### src/rtl/pipeline_ctrl_pkg.sv
// rv32i_types: shared types and widths for the pipeline controller
package rv32i_types;
    typedef enum logic {RUN, MEM_WAIT} pipe_ctrl_state_t;
    localparam int REG_W    = 5;
    localparam int FREEZE_W = 32;
    localparam int BUBBLE_W = 16;
endpackage

### src/rtl/pipeline_ctrl_hazard_detect.sv
// hazard_detect: load-use comparison between the ID/EX load and the IF/ID sources
module hazard_detect
    import rv32i_types::*;
(
    input  logic             idex_mem_read,
    input  logic [REG_W-1:0] idex_rd,
    input  logic [REG_W-1:0] ifid_rs1,
    input  logic [REG_W-1:0] ifid_rs2,
    input  logic             ifid_use_rs1,
    input  logic             ifid_use_rs2,
    output logic             hazard
);
    // x0 is never a real producer, so a load into it cannot create a hazard
    assign hazard = idex_mem_read && (idex_rd != '0) &&
                    ((ifid_use_rs1 && ifid_rs1 == idex_rd) ||
                     (ifid_use_rs2 && ifid_rs2 == idex_rd));
endmodule

### src/rtl/pipeline_ctrl.sv
// pipeline_ctrl: memory freeze FSM, branch flush and load-use stall control
module pipeline_ctrl
    import rv32i_types::*;
(
    input  logic                clk,
    input  logic                rst,
    input  logic                imem_req,
    input  logic                imem_resp,
    input  logic                dmem_req,
    input  logic                dmem_resp,
    input  logic                idex_mem_read,
    input  logic [REG_W-1:0]    idex_rd,
    input  logic [REG_W-1:0]    ifid_rs1,
    input  logic [REG_W-1:0]    ifid_rs2,
    input  logic                ifid_use_rs1,
    input  logic                ifid_use_rs2,
    input  logic                br_taken_ex,
    output logic                load_pc,
    output logic                load_if_id,
    output logic                load_id_ex,
    output logic                load_ex_mem,
    output logic                load_mem_wb,
    output logic                flush_if_id,
    output logic                flush_id_ex,
    output logic                imem_capture,
    output logic [FREEZE_W-1:0] freeze_cnt,
    output logic [BUBBLE_W-1:0] bubble_cnt
);
    pipe_ctrl_state_t state, state_nx;
    logic i_done, d_done, i_done_nx, d_done_nx;
    logic hazard, freeze, stall, run;

    hazard_detect u_hazard (
        .idex_mem_read(idex_mem_read),
        .idex_rd(idex_rd),
        .ifid_rs1(ifid_rs1),
        .ifid_rs2(ifid_rs2),
        .ifid_use_rs1(ifid_use_rs1),
        .ifid_use_rs2(ifid_use_rs2),
        .hazard(hazard)
    );

    // Next state, sticky response flags and gated control outputs; rst low masks everything
    always_comb begin
        freeze       = !((!imem_req || imem_resp || (i_done && state == MEM_WAIT)) &&
                         (!dmem_req || dmem_resp || (d_done && state == MEM_WAIT)));
        run          = rst && !freeze;
        stall        = hazard && !br_taken_ex;
        state_nx     = freeze ? MEM_WAIT : RUN;
        i_done_nx    = freeze && (i_done || imem_resp);
        d_done_nx    = freeze && (d_done || dmem_resp);
        load_pc      = run && !stall;
        load_if_id   = run && !stall;
        load_id_ex   = run;
        load_ex_mem  = run;
        load_mem_wb  = run;
        flush_if_id  = run && br_taken_ex;
        flush_id_ex  = run && (br_taken_ex || hazard);
        imem_capture = rst && freeze && imem_resp;
    end

    // State, flags and saturating event counters
    always_ff @(posedge clk or negedge rst) begin
        if (!rst) begin
            state      <= RUN;
            i_done     <= 1'b0;
            d_done     <= 1'b0;
            freeze_cnt <= '0;
            bubble_cnt <= '0;
        end else begin
            state      <= state_nx;
            i_done     <= i_done_nx;
            d_done     <= d_done_nx;
            freeze_cnt <= freeze_cnt + FREEZE_W'(freeze && !(&freeze_cnt));
            bubble_cnt <= bubble_cnt + BUBBLE_W'(!freeze && stall && !(&bubble_cnt));
        end
    end
endmodule

### config.mk
export PLATFORM = sky130hd
export DESIGN_NAME = pipeline_ctrl
export DESIGN_NICKNAME = d
export VERILOG_FILES = /design/src/rtl/pipeline_ctrl_pkg.sv /design/src/rtl/pipeline_ctrl_hazard_detect.sv /design/src/rtl/pipeline_ctrl.sv
export SDC_FILE = /design/constraint.sdc
export NUM_CORES = 1
export LEC_CHECK = 0
export CORE_UTILIZATION = 46
export CTS_CLUSTER_SIZE = 24
export DETAILED_ROUTE_END_ITERATION = 10
export GPL_TIMING_DRIVEN = 0
export PLACE_DENSITY = 0.8
export SLEW_MARGIN = 15
export SYNTH_ARGS = -nofsm -noshare
export SYNTH_HDL_FRONTEND = slang
export SYNTH_HIERARCHICAL = 1
export SYNTH_SLANG_ARGS = --single-unit
### constraint.sdc
create_clock -name clk -period 3 [get_ports clk]
set_input_delay 0.3 -clock clk [delete_from_list [all_inputs] [get_ports clk]]
set_output_delay 0.3 -clock clk [all_outputs]
set_load 0.01 [all_outputs]
==> results of run 1 <==
[what timing repair did]
action | CTS | global route
setup buffers | 0 | 4
endpoints found under the setup margin | 0 | 10
gates resized for setup | 0 | 1
[power breakdown]
group	switching, W	internal [W]
Combinational	0.000119	0.000174
Clock	0.000216	0.000211
Sequential	0.0000785	0.000737
[metal layers]
metal  share of wire  global-route usage  vias up
li1                -                   -      987
met1            0.45               0.273      998
met2            0.50               0.347       52
met3           0.038              0.0371       12
met4           0.018              0.0827        0
met5               0                   0        -
[Yosys cell counts (2+ instances only)]
cell type	n	area share
nor3_1	6	0.012
and3_1	12	0.030
xnor2_1	31	0.11
nor4_4	3	0.025
clkbuf_1	2	0.0030
dfrtp_1	51	0.51
and2_1	2	0.0050
nand2_1	15	0.022
nor4_1	3	0.0075
ha_1	5	0.025
inv_1	5	0.0075
a31oi_1	2	0.0050
nor2_1	13	0.019
and4_1	2	0.0070
nand4_1	16	0.040
xor2_1	23	0.080
nand3_1	23	0.046
buf_4	3	0.0089
[layout make-up]
class / count / share of cell area
flip-flops and latches: 51 / 0.359
multi-input cells: 167 / 0.337
repair buffers: 85 / 0.238
clock buffers: 8 / 0.0281
well taps: 70 / 0.0246
plain buffers: 5 / 0.00844
inverters: 5 / 0.00528
[worst max-delay path: cells and delay by family]
| kind | cells | cell delay (ns) |
|---|---|---|
| AO/OA/AOI/OAI | 1 | 0.21 |
| AND/OR/NAND/NOR | 4 | 0.74 |
| XOR/XNOR | 1 | 0.21 |
| buffers and inverters | 3 | 1.07 |
[worst paths after layout]
kind	startpoint	end	slack, ns	cells after the start
worst max register to register	d_done$_DFF_PN0_	freeze_cnt[31]$_DFF_PN0_	0.33	10
worst min-delay path	rst	bubble_cnt[4]$_DFF_PN0_	0.005	1
worst max-delay path	idex_rd[0]	load_pc	0.18	9
worst min register to register	bubble_cnt[10]$_DFF_PN0_	bubble_cnt[10]$_DFF_PN0_	0.50	1
min in group clk	bubble_cnt[10]$_DFF_PN0_	bubble_cnt[10]$_DFF_PN0_	0.50	1
max in group asynchronous	rst	freeze_cnt[11]$_DFF_PN0_	2.43	2
[metrics by stage]
stage / hold slack [ns] / power [W] / worst slack (ns)
CTS: 0.0115 / 0.00155 / 0.0536
detailed placement: 0.351 / 0.00112 / -0.213
global route: 0.0364 / 0.00161 / 0.0426
global placement: 0.474 / 0.00110 / -0.853
finish: 0.00533 / 0.00154 / 0.176
floorplan: 0.00441 / 0.000926 / 0.758
[cell families (layout without fill, tap and decap cells)]
family / Yosys count / in the layout / synth area share
AO/OA/AOI/OAI: 7 / 7 / 0.0194
adder cells (fa/ha/maj): 5 / 5 / 0.0249
AND/OR/NAND/NOR: 101 / 101 / 0.242
XOR/XNOR: 54 / 54 / 0.188
buffers and inverters: 10 / 103 / 0.0194
flip-flops: 51 / 51 / 0.507
[sequential cells by signal, summed over array words and instances (netlist names)]
name,count
i_done,1
d_done,1
bubble_cnt,16
freeze_cnt,32
state,1
==> results.ini, run 1 <==
[sta]
min_period_ns=2.82
max-slew-margin-rel=0.580
finalHoldViolCount=0
post-route-period-util=0.941
maxSlewViolCount=0
setup_viol=0
fmax_mhz=354
rsz0062_at_grt=false
tightestPinTransition_ns=0.631
fin_skew_ns=0.00775
fin_setup_tns_ns=0

[clock_tree]
cts_sinks=51
ctsHtreeMaxLevel=2
clock_path_buffers=2
clk_pin_slew_worst_paths_ns=0.09
cts_tree=built
cts_made_buffers=5
clk_latency_ns=0.30
clockRootBuffer=clkbuf_8
holdBufCountCts=0

[critical_path]
worst-setup-path-type=input pin to primary output
worstPathRequired_ns=2.70
crit_top_cell=clkdlybuf4s50_1
cp_slowest_cell=clkdlybuf4s50_1
crit_arrival_ns=2.52
path_cells=clkdlybuf4s50_1 > xor2_1 > nor4_2 > nand3_1 > a21oi_1 > nand2b_1 > and3_1 > buf_4 > clkdlybuf4s50_1
cp_max_fo=3
critPathCaptureType=primary output
start_kind=input pin
cpPeakStageDelay_ns=0.47

[placed_design]
io_buffers=80
dp.cells=379
gp_congestion=0.813
dpl.hpwl_um=4300
place_area_um2=3420

[run_status]
outcome=completed

[cells_and_area]
drive_gt1_frac=0.0748
fin_nets=350
multi_input_area_um2=1200
area_growth_pct=41.3
final_cell_mix=79 x clkdlybuf4s50_1, 51 x dfrtp_1, 31 x xnor2_1, 23 x nand3_1, 23 x xor2_1
seq_area_um2=1280
fin_util=0.688
n_antenna_cell=0
final_common_cell=clkdlybuf4s50_1
final_area_um2=3560
stdcell_count=391
fill_cells=399

[hold_path]
hp-class=input pin to async pin

[synthesis]
synth_fp_nets=258
ys_warn_count=6
synthDistinctLibCells=29
async_reset_ff_frac=1.00
syn_area_per_cell_um2=11.0
yosysSeqAreaShare=0.507
synth_ff_type=dfrtp_1
synth_edf_count=0
syn_inst=228
synth_seq_cells=51
synth_area_um2=2520

[global_routing]
grt_pass1_vias=2025
grt_max_degree=31
grt_usage=0.209
grt_pass1_wl_um=9710
grt_antenna_before_repair=0
overflow=0

[power]
leakage_nw=1.60
power-per-cell-area_nw_per_um2=432
ir_worst_vdd_uv=359

[floorplanning]
fp.coreArea_um2=5170
die_h_um=76.0
start_util=0.487
num_rows=26
pin_count=81
die_width_um=76.0
die-area_um2=5770

[routing]
first_iter_violations=74
wl_um=5680
wl_per_cell_um=14.5
vias=2049
ant_nets=0
drtPass1Iterations=4
drc=0
viasPerCell=5.24

[run]
maxCapViolations=0

Note: power is estimated with default switching activity, not from simulation.
==> run 2, diff against run 1 <==
CORE_UTILIZATION = 48   (was 46)
CTS_BUF_LIST = sky130_fd_sc_hd__clkbuf_4 sky130_fd_sc_hd__clkbuf_8   (was not set)
PLACE_DENSITY = 0.83   (was 0.8)
==> run 2 against run 1 <==
Worst hold slack better by 0.031 ns; power is 2.0% lower; critical path depth stayed put; critical endpoint unchanged; wire length is 0.25% lower; flip-flop and latch count stayed put; clock skew is 0.0024 ns higher; highest routed layer unchanged; sequential share of layout area is 0.22 points higher; combinational power hardly changed.
==> results.ini, run 2 (synthesis gave the netlist of run 1 again) <==
[clock_tree]
holdBufCountCts=0  ; unchanged
cts_resized=0  ; unchanged
clk_pin_slew_worst_paths_ns=0.09  ; about the same
cts_sinks=51  ; unchanged
clock_path_buffers=2  ; unchanged
cts_tree=built  ; unchanged
ctsHtreeMaxLevel=2  ; unchanged
clk_latency_ns=0.31  ; was 0.30 ns
cts_made_buffers=5  ; unchanged
clockRootBuffer=clkbuf_8  ; unchanged

[cells_and_area]
final_cell_mix=79 x clkdlybuf4s50_1, 51 x dfrtp_1, 31 x xnor2_1, 23 x nand3_1, 23 x xor2_1  ; unchanged
final_common_cell=clkdlybuf4s50_1  ; unchanged
top_regs=freeze_cnt x32, bubble_cnt x16  ; unchanged
n_antenna_cell=0  ; unchanged
fin_nets=349  ; was 350
top_register=freeze_cnt  ; unchanged
largest_register_ffs=32  ; unchanged
area_growth_pct=40.5  ; was 41.3%
drive_gt1_frac=0.0719  ; was 0.0748

[critical_path]
start_kind=input pin  ; unchanged
crit_arrival_ns=2.48  ; was 2.52 ns
worst-setup-path-type=input pin to primary output  ; unchanged
ff2ff_setup_slack_ns=0.35  ; was 0.33 ns
critPathCaptureType=primary output  ; unchanged
cp_max_fo=3  ; unchanged
worstPathRequired_ns=2.70  ; about the same

[sta]
setup_viol=0  ; unchanged
tightestPinTransition_ns=0.714  ; was 0.631 ns
fin_setup_tns_ns=0  ; unchanged
post-route-period-util=0.926  ; was 0.941
fmax_mhz=360  ; was 354 MHz
max-slew-margin-rel=0.524  ; was 0.580
worst_slack_ns=0.221  ; was 0.176 ns
fin_skew_ns=0.0101  ; was 0.00775 ns
min_period_ns=2.78  ; was 2.82 ns
maxSlewViolCount=0  ; unchanged
finalHoldViolCount=0  ; unchanged

[routing]
wl_um=5660  ; was 5680 um
drtPass1Iterations=4  ; unchanged
vias=2057  ; was 2049
viasPerCell=5.32  ; was 5.24
first_iter_violations=147  ; was 74
ant_nets=0  ; unchanged
drc=0  ; unchanged
wl_per_cell_um=14.6  ; was 14.5 um

[power]
power-per-cell-area_nw_per_um2=426  ; was 432 nW/um2
ir_worst_vdd_uv=424  ; was 359 uV
leakage_nw=1.59  ; was 1.60 nW

[run_status]
outcome=completed  ; unchanged

[global_routing]
grt_usage=0.226  ; was 0.209
grt_pass1_vias=2002  ; was 2025
overflow=0  ; unchanged
grt_antenna_before_repair=0  ; unchanged
grt_max_degree=33  ; was 31
grt_pass1_wl_um=9430  ; was 9710 um

[floorplanning]
fp.coreArea_um2=4880  ; was 5170 um2
start_util=0.516  ; was 0.487
die-area_um2=5540  ; was 5770 um2
die_width_um=74.4  ; was 76.0 um
num_rows=25  ; was 26
pin_count=81  ; unchanged
die_h_um=74.4  ; was 76.0 um

[run]
maxCapViolations=0  ; unchanged

[placed_design]
dpl.hpwl_um=4230  ; was 4300 um
place_ws_ns=-0.177  ; was -0.213 ns
io_buffers=80  ; unchanged
gp_congestion=0.785  ; was 0.813

[hold_path]
hp-class=input pin to async pin  ; unchanged

==> run 2: changes by cell type in the layout (fill, tap and decap cells not counted) <==
cell,delta
buf_12,-1
buf_16,+1
buf_4,-1
clkbuf_1,-1
clkbuf_4,+1
clkbuf_8,-2
clkinv_2,+1
clkinvlp_4,+1
nor4_1,+1
nor4_2,-1
==> run 2: cell type report <==
class	count	area, um2
fill	371	1340
sequential	51	1280
multi-input combinational	167	1190
timing repair buffer	84	846
tap	67	83.8
clock buffer	6	76.3
buffer	5	30.0
inverter	5	18.8
clock inverter	2	12.5
==> run 2: metrics by stage <==
step | power (W) | hold slack, ns | cell area, um2 | utilization | std cells
3_5_place_dp | 0.00112 | 0.390 | 3420 | 0.702 | 376
4_1_cts | 0.00151 | 0.0525 | 3510 | 0.720 | 384
5_1_grt | 0.00157 | 0.0860 | 3540 | 0.725 | 387
3_3_place_gp | 0.00110 | 0.472 | 3400 | 0.697 | 375
6_report | 0.00151 | 0.0365 | 3540 | 0.725 | 387
2_1_floorplan | 0.000926 | 0.00441 | 2520 | - | 228
==> run 2: repair_timing <==
action / in CTS / in global routing
buffers inserted: 0 / 3
hold endpoints to repair: 0 / 0
endpoints found under the setup margin: 0 / 9
==> run 2: critical path, stage by stage <==
cell and delay, ns:
clkdlybuf4s50_1 0.48, xor2_1 0.20, nor4_1 0.29, nand3_1 0.11
a21oi_1 0.19, nand2b_1 0.11, and3_1 0.21, buf_4 0.13
clkdlybuf4s50_1 0.46
==> run 2: power breakdown <==
part	internal [W]	switching, W
logic	0.000174	0.000117
clock network	0.000172	0.000227
registers	0.000737	0.0000779
==> run 2: worst paths after layout <==
path	startpoint	to	cells after the start
max	idex_rd[2]	load_pc	9
min	rst	freeze_cnt[4]$_DFF_PN0_	1
max reg2reg	d_done$_DFF_PN0_	freeze_cnt[19]$_DFF_PN0_	9
min reg2reg	freeze_cnt[29]$_DFF_PN0_	freeze_cnt[29]$_DFF_PN0_	1
max in group asynchronous	rst	state$_DFF_PN0_	2
min in group clk	freeze_cnt[29]$_DFF_PN0_	freeze_cnt[29]$_DFF_PN0_	1
==> run 2: routing by layer <==
layer  track usage  wire, um  vias up
met5             0         0        -
li1              -         -      983
met1         0.295      2570     1006
met4        0.0964       125        0
met3        0.0474       187       12
met2         0.366      2770       56
==> run 3, diff against run 2 <==
CTS_BUF_LIST = sky130_fd_sc_hd__clkbuf_8   (was sky130_fd_sc_hd__clkbuf_4 sky130_fd_sc_hd__clkbuf_8)
==> run 3 against run 2 <==
Worst hold slack hardly changed; register-to-register slack about the same; global-route usage is essentially flat; clock skew hardly changed; combinational power barely moved; via count grew 0.24%; flip-flop and latch count unchanged; first-iteration DRC count rose by 9.5%; setup slack got worse by 0.062 ns; clock power is 3% lower; non-clock buffer count unchanged; highest routed layer unchanged.
==> results.ini, run 3 (synthesis gave the netlist of run 1 again) <==
[run_status]
outcome=completed  ; unchanged

[critical_path]
path_cells=clkdlybuf4s50_1 > xor2_1 > nor4_1 > nand3_1 > a21oi_1 > nand2b_1 > and3_1 > buf_4 > clkdlybuf4s50_1  ; unchanged
crit_top_cell=clkdlybuf4s50_1  ; unchanged
critPathCaptureType=primary output  ; unchanged
worstPathRequired_ns=2.70  ; about the same
crit_arrival_ns=2.54  ; was 2.48 ns
cp_max_fo=3  ; unchanged
worst-setup-path-type=input pin to primary output  ; unchanged
cp_slowest_cell=clkdlybuf4s50_1  ; unchanged
cpPeakStageDelay_ns=0.48  ; about the same
start_kind=input pin  ; unchanged
r2r_cells=9  ; unchanged

[sta]
fmax_mhz=352  ; was 360 MHz
min_period_ns=2.84  ; was 2.78 ns
finalHoldViolCount=0  ; unchanged
timing.hold.ws_ns=0.0360  ; was 0.0365 ns
post-route-period-util=0.947  ; was 0.926
fin_skew_ns=0.0104  ; was 0.0101 ns
max-slew-margin-rel=0.525  ; was 0.524
tightestPinTransition_ns=0.712  ; was 0.714 ns
setup_viol=0  ; unchanged
maxSlewViolCount=0  ; unchanged

[clock_tree]
cts_sinks=51  ; unchanged
clockRootBuffer=clkbuf_8  ; unchanged
ctsHtreeMaxLevel=2  ; unchanged
clk_latency_ns=0.31  ; about the same
clock_path_buffers=2  ; unchanged
cts_made_buffers=5  ; unchanged
cts_tree=built  ; unchanged
clk_pin_slew_worst_paths_ns=0.09  ; about the same

[routing]
ant_nets=0  ; unchanged
first_iter_violations=161  ; was 147
drtPass1Iterations=4  ; unchanged
vias=2062  ; was 2057
drc=0  ; unchanged
wl_per_cell_um=14.6  ; about the same
viasPerCell=5.33  ; was 5.32
wl_um=5660  ; about the same

[power]
ir_worst_vdd_uv=424  ; about the same
power-per-cell-area_nw_per_um2=423  ; was 426 nW/um2
leakage_nw=1.59  ; about the same

[cells_and_area]
n_antenna_cell=0  ; unchanged
fin_nets=349  ; unchanged
drive_gt1_frac=0.0688  ; was 0.0719
fill_cells=370  ; was 371
final_cell_mix=79 x clkdlybuf4s50_1, 51 x dfrtp_1, 31 x xnor2_1, 23 x nand3_1, 23 x xor2_1  ; unchanged
final_common_cell=clkdlybuf4s50_1  ; unchanged
seq_area_um2=1280  ; unchanged
top_regs=freeze_cnt x32, bubble_cnt x16  ; unchanged
area_growth_pct=40.3  ; was 40.5%
multi_input_area_um2=1190  ; unchanged
largest_register_ffs=32  ; unchanged
top_register=freeze_cnt  ; unchanged
fin_util=0.724  ; was 0.725
final_area_um2=3530  ; was 3540 um2

[placed_design]
gp_congestion=0.785  ; unchanged
io_buffers=80  ; unchanged
dpl.hpwl_um=4230  ; unchanged
place_area_um2=3420  ; unchanged

[floorplanning]
num_rows=25  ; unchanged
pin_count=81  ; unchanged
die_h_um=74.4  ; unchanged
die-area_um2=5540  ; unchanged
fp.coreArea_um2=4880  ; unchanged
start_util=0.516  ; unchanged
die_width_um=74.4  ; unchanged

[global_routing]
grt_pass1_wl_um=9450  ; was 9430 um
grt_max_degree=33  ; unchanged
grt_usage=0.226  ; about the same
grt_antenna_before_repair=0  ; unchanged
overflow=0  ; unchanged
grt_pass1_vias=2004  ; was 2002

[run]
maxCapViolations=0  ; unchanged

[hold_path]
hp-class=input pin to async pin  ; unchanged

run 3: worst paths after layout:
path,slack (ns),endpoint,start
min in group clk,0.49,freeze_cnt[29]$_DFF_PN0_,freeze_cnt[29]$_DFF_PN0_
worst max-delay path,0.16,load_pc,idex_rd[2]
max in group asynchronous,2.40,state$_DFF_PN0_,rst
worst min-delay path,0.04,freeze_cnt[4]$_DFF_PN0_,rst
worst min register to register,0.49,freeze_cnt[29]$_DFF_PN0_,freeze_cnt[29]$_DFF_PN0_
worst max register to register,0.36,freeze_cnt[19]$_DFF_PN0_,d_done$_DFF_PN0_
run 3: routing by layer:
layer	global-route usage	part of all wire
met3	0.0474	0.034
met2	0.366	0.49
met5	0	0
met4	0.0964	0.022
met1	0.296	0.45
run 3: critical path, delay by kind of cell:
family          cells  cell delay, ns
buf+inv             3            1.07
simple gates        4            0.78
xor+xnor            1            0.20
compound gates      1            0.19
run 3: power breakdown:
| part | internal (W) | switching (W) | total, W |
|---|---|---|---|
| combinational | 0.000174 | 0.000117 | 0.000291 |
| clock | 0.000160 | 0.000228 | 0.000388 |
| sequential | 0.000737 | 0.0000779 | 0.000815 |
run 3: repair_timing:
item	in CTS	in global routing
gates resized for setup	0	0
setup endpoints to repair	0	9
hold buffers	0	0
setup buffers	0	3
endpoints found under the hold margin	0	0
run 3: final cells by class:
class                   count  area share
well taps                  67      0.0237
plain buffers               5     0.00850
clock buffers               5      0.0195
clock inverters             3     0.00461
multi-input cells         167       0.338
repair buffers             84       0.239
inverters                   5     0.00531
flip-flops and latches     51       0.361
run 3: per-stage QoR:
stage	total power [W]	std cells	worst slack [ns]	setup TNS (ns)
finish	0.00149	387	0.158	0
global route	0.00156	387	-0.00248	-0.00248
CTS	0.00150	384	0.128	0
detailed placement	0.00112	376	-0.177	-1.36
global placement	0.00110	375	-0.854	-7.06
floorplan	0.000926	228	0.758	0
